### src/rtl/seg7_readback.sv
// Seven-segment bus receiver: waits for each multiplexed digit to settle,
// decodes the active-low glyph back to a hex nibble and publishes complete
// frames atomically with a one-cycle out_valid strobe.
module seg7_readback #(
  parameter int DIGITS     = 8,
  parameter int STABLE_CYC = 4
) (
  input  logic                  clk,
  input  logic                  rst,
  input  logic [6:0]            seg_in,
  input  logic [DIGITS-1:0]     dig_sel,
  output logic [4*DIGITS-1:0]   out_val,
  output logic [DIGITS-1:0]     out_err,
  output logic                  out_valid,
  output logic                  busy
);

  localparam int CW = $clog2(STABLE_CYC + 1);
  localparam logic [DIGITS-1:0] SEL_ONE = DIGITS'(1);
  localparam logic [CW-1:0]     CNT_MAX = CW'(STABLE_CYC);
  localparam logic [CW-1:0]     CNT_ARM = CW'(STABLE_CYC - 1);
  localparam logic [CW-1:0]     CNT_ONE = CW'(1);

  // Returns {illegal, nibble}; illegal patterns decode to nibble 0.
  function automatic logic [4:0] decode_glyph(input logic [6:0] s);
    logic [4:0] r;
    case (s)
      7'h40: r = 5'h00;
      7'h79: r = 5'h01;
      7'h24: r = 5'h02;
      7'h30: r = 5'h03;
      7'h19: r = 5'h04;
      7'h12: r = 5'h05;
      7'h02: r = 5'h06;
      7'h78: r = 5'h07;
      7'h00: r = 5'h08;
      7'h10: r = 5'h09;
      7'h08: r = 5'h0A;
      7'h03: r = 5'h0B;
      7'h46: r = 5'h0C;
      7'h21: r = 5'h0D;
      7'h06: r = 5'h0E;
      7'h0E: r = 5'h0F;
      default: r = 5'h10;
    endcase
    return r;
  endfunction

  logic [DIGITS-1:0]   sel_q, sel_d;
  logic [6:0]          seg_q, seg_d;
  logic [CW-1:0]       cnt_q, cnt_d;
  logic [4*DIGITS-1:0] shadow_q, shadow_d;
  logic [DIGITS-1:0]   sh_err_q, sh_err_d;
  logic [DIGITS-1:0]   seen_q, seen_d;
  logic [4*DIGITS-1:0] out_val_q, out_val_d;
  logic [DIGITS-1:0]   out_err_q, out_err_d;
  logic                out_valid_q, out_valid_d;

  logic                onehot;
  logic                same;
  logic                capture;
  logic                complete;
  logic [4:0]          dec;

  // Settle counting, glyph capture into the shadow frame and frame publication.
  always_comb begin
    sel_d       = dig_sel;
    seg_d       = seg_in;
    cnt_d       = '0;
    shadow_d    = shadow_q;
    sh_err_d    = sh_err_q;
    out_val_d   = out_val_q;
    out_err_d   = out_err_q;
    out_valid_d = 1'b0;
    onehot      = (dig_sel != '0) && ((dig_sel & (dig_sel - SEL_ONE)) == '0);
    same        = (dig_sel == sel_q) && (seg_in == seg_q);
    dec         = decode_glyph(seg_in);
    // Capture only on the edge that first reaches the full run, so a long
    // dwell yields a single capture.
    capture     = onehot && same && (cnt_q == CNT_ARM);
    complete    = &seen_q;

    if (onehot && same) begin
      cnt_d = (cnt_q == CNT_MAX) ? cnt_q : cnt_q + CNT_ONE;
    end else if (onehot) begin
      cnt_d = CNT_ONE;
    end

    // Completion publishes the old shadow; a coincident capture lands in
    // the next frame because seen is cleared before its bit is set.
    seen_d = complete ? '0 : seen_q;
    if (complete) begin
      out_val_d   = shadow_q;
      out_err_d   = sh_err_q;
      out_valid_d = 1'b1;
    end

    if (capture) begin
      for (int i = 0; i < DIGITS; i++) begin
        if (dig_sel[i]) begin
          shadow_d[4*i +: 4] = dec[4] ? 4'h0 : dec[3:0];
          sh_err_d[i]        = dec[4];
          seen_d[i]          = 1'b1;
        end
      end
    end
  end

  // State registers; reset discards any partial frame and clears outputs.
  always_ff @(posedge clk or posedge rst) begin
    if (rst) begin
      sel_q       <= '0;
      seg_q       <= '0;
      cnt_q       <= '0;
      shadow_q    <= '0;
      sh_err_q    <= '0;
      seen_q      <= '0;
      out_val_q   <= '0;
      out_err_q   <= '0;
      out_valid_q <= 1'b0;
    end else begin
      sel_q       <= sel_d;
      seg_q       <= seg_d;
      cnt_q       <= cnt_d;
      shadow_q    <= shadow_d;
      sh_err_q    <= sh_err_d;
      seen_q      <= seen_d;
      out_val_q   <= out_val_d;
      out_err_q   <= out_err_d;
      out_valid_q <= out_valid_d;
    end
  end

  assign out_val   = out_val_q;
  assign out_err   = out_err_q;
  assign out_valid = out_valid_q;
  assign busy      = |seen_q;

endmodule

### config.mk
export PLATFORM = sky130hd
export DESIGN_NAME = seg7_readback
export DESIGN_NICKNAME = d
export VERILOG_FILES = /design/src/rtl/seg7_readback.sv
export SDC_FILE = /design/constraint.sdc
export NUM_CORES = 1
export LEC_CHECK = 0
export BUFFER_PORTS_ARGS = -buffer_cell sky130_fd_sc_hd__buf_4
export CAP_MARGIN = 20
export CORE_MARGIN = 1.5
export CORE_UTILIZATION = 54
export CTS_CLUSTER_SIZE = 10
export DETAILED_ROUTE_END_ITERATION = 10
export PLACE_DENSITY_LB_ADDON = 0.15
export SYNTH_ARGS = -nofsm -noshare
export SYNTH_HDL_FRONTEND = slang
export SYNTH_SLANG_ARGS = --single-unit
export TNS_END_PERCENT = 10
### constraint.sdc
create_clock -name clk -period 3.8 [get_ports clk]
set_input_delay 0.38 -clock clk [delete_from_list [all_inputs] [get_ports clk]]
set_output_delay 0.38 -clock clk [all_outputs]
set_load 0.05 [all_outputs]
==> impl_metrics.tcl <==
set metrics [dict create \
    cts_made_buffers 9 \
    ys_seq_area_share_pct 57.39 \
    worstMarginPinSlew_ns 1.161 \
    clkTransAtPathRegs_ns 0.10 \
    slew_violations 0 \
    grt_pass1_wl_mm 14.90 \
    yosysMostFrequentCell "nand2_1" \
    rows 33 \
    r2r_setup_slack_ns 0.94 \
    path_cells "xor2_1 -> nor4_1 -> nand4_2 -> a2111oi_4 -> mux2_2" \
    slowest_delay_ns 0.76 \
    post_cts_resized 0 \
    startpoint_type "flip-flop" \
    rsz0062_at_grt "false" \
    cts_tree "built" \
    period_minus_slack_ns 2.863 \
    synth_area_leader_cell "dfrtp_1" \
    syn_nets 432 \
    drt_iter0_markers 130 \
    p_leak_nw 2.785 \
    cts.sink_count 107 \
    synthTopCellsByCount "nand2_1, dfrtp_1, mux2_2, clkbuf_1, xor2_1" \
    drc 0 \
    final_hold_viol_count 0 \
    ant_nets 0 \
    muxShareOfSynthArea_pct 9.869 \
    cp_top_family "simple AND/OR/NAND/NOR gates" \
    insertion_delay_ns 0.37 \
    yosysUniqueCellTypes 47 \
    max-cap-violations 0 \
    wl_mm 9.050 \
    crit_path_end_kind "flip-flop" \
    critPathKind "reg -> reg" \
    synth_top_area_share_pct 57.39 \
    synthTopCellsByArea "dfrtp_1, nand2_1, mux2_2, a2111oi_4, xor2_1" \
    synth_async_sr_flop_share_pct 100.0 \
    synth_area_mm2 0.004666 \
    setup_viol 0 \
    place_congestion 0.8020 \
    critPathRequiredTime_ns 4.06 \
    synth-compound-area-share_pct 9.681 \
    port_buffers 58 \
    syn2layout_area_growth_pct 16.33 \
    clockBufferDepth 2 \
    status "completed" \
    fp.dieW_um 95.95 \
    p_per_area_mw_per_mm2 363.3 \
    yosys_warnings 0 \
    antenna_cells 0 \
    drive_gt1_share_pct 30.23 \
    cp_max_fo 10 \
    pin_count 59 \
    total_power_mw 1.972 \
    post_drt_wl_per_cell_um 15.66 \
    die-area_mm2 0.009206 \
    h-tree-depth 3 \
    netlist_instances 412 \
    period_share_pct 75.34 \
    synth_ff_type "dfrtp_1" \
    vias 3083 \
    start_util_pct 56.22 \
    cts_root_buf "clkbuf_8" \
    ys_ff_latch 107 \
    finalSetupTns_ns 0 \
    hold_buffers 0 \
    first_pass_iters 4 \
    peakVddDrop_mv 0.1824 \
    viasPerCell 5.334 \
    grt_use_total_pct 21.63 \
    grt_antenna_before_repair 0 \
    synth_top_family_by_area "simple AND/OR/NAND/NOR gates" \
    cp.arrival_ns 3.12 \
    syn_area_per_cell_um2 11.32 \
    relSlewSlack_pct 21.77 \
    fmax_mhz 349.3 \
    cpMaxStageDelayCell "a2111oi_4" \
    path_buf_inv 0 \
    synthAdderAreaFrac_pct 1.019 \
    dp_hpwl_mm 6.135 \
    fp.dieH_um 95.95 \
    yosys.area_share.simple_pct 16.71 \
    skew_ns 0.01327 \
    postCtsSetupRepairBufs 0 \
    final_net_count 488 \
    hold_path_class "in -> reg" \
    grt-ovfl-total 0 \
    grt_max_degree 71 \
    synth_xor_area_share_pct 3.003 \
    synth_edf_count 0 \
    coreArea_mm2 0.008299 \
    grt_pass1_vias 2949 \
]
==> report_power, final <==
group | leakage (nW) | switching (mW) | internal [mW]
Combinational | 1.23 | 0.0739 | 0.0358
Sequential | 1.46 | 0.00372 | 1.15
Clock | 0.0939 | 0.400 | 0.312
Total | 2.78 | 0.478 | 1.49
==> final timing paths <==
path / cells after the start / startpoint / to
setup / recovery: 5 / sel_q[5] / shadow_q[3]
hold reg to reg: 2 / shadow_q[2] / out_val[2]
max in group asynchronous: 3 / rst / sel_q[1]
setup reg to reg: 5 / sel_q[5] / shadow_q[3]
min in group asynchronous: 2 / rst / out_valid
hold / removal: 1 / dig_sel[5] / sel_q[5]
==> metal layers <==
| layer | global-route usage [%] | routed length [µm] | vias up |
|---|---|---|---|
| li1 | - | - | 1505 |
| met1 | 30.08 | 4251 | 1513 |
| met2 | 34.45 | 4388 | 54 |
| met3 | 3.949 | 294 | 11 |
| met4 | 6.985 | 114 | 0 |
| met5 | 0 | 0 | - |
==> cells in the final DEF (no fill, tap or decap), drive strengths merged, types with 2 or more instances in the layout <==
cell type,n
a2111oi,9
a211oi,2
a21o,8
a21oi,4
and4b,2
buf,64
clkbuf,10
clkinvlp,2
dfrtp,107
ha,3
inv,11
mux2,40
nand2,136
nand2b,4
nand3,2
nand4,3
nor2,8
nor2b,2
nor3,5
nor4,6
nor4bb,2
o21ai,6
or2,2
xor2,15
==> registers in the layout (all words and copies together), names as in the netlist <==
signal and flops:
out_val 32, seg_q 7, cnt_q 3, seen_q 8, sel_q 8, out_err 8, shadow_q 32, sh_err_q 8
out_valid 1
==> final cells by class <==
cell class / instances / area, µm²
clock inverters: 6 / 71.32
flip-flops and latches: 107 / 2678
inverters: 8 / 32.53
well taps: 105 / 131.4
clock buffers: 10 / 127.6
fillers: 643 / 2872
multi-input cells: 278 / 1887
repair buffers: 64 / 500.5
==> through the flow <==
stage	hold slack, ns	instance area, µm²	utilization [%]	worst slack [ns]	instances
6_report	0.1586	5428	65.40	0.9371	578
5_1_grt	0.1410	5428	65.40	0.8477	578
4_1_cts	0.1482	5428	65.40	0.9550	578
3_5_place_dp	0.4513	5229	63.00	0.7654	562
3_3_place_gp	0.4464	5201	62.67	0.7876	561
2_1_floorplan	0.4114	4666	-	0.6028	412
==> cell families (layout without fill, tap and decap cells) <==
kind of cell	after synthesis	in the layout
AO/OA/AOI/OAI	39	39
XOR/XNOR	16	16
adder cells (fa/ha/maj)	4	4
buffers and inverters	27	88
flip-flops	107	107
multiplexers	41	41
AND/OR/NAND/NOR	178	178
(Power assumes the default switching activity.)
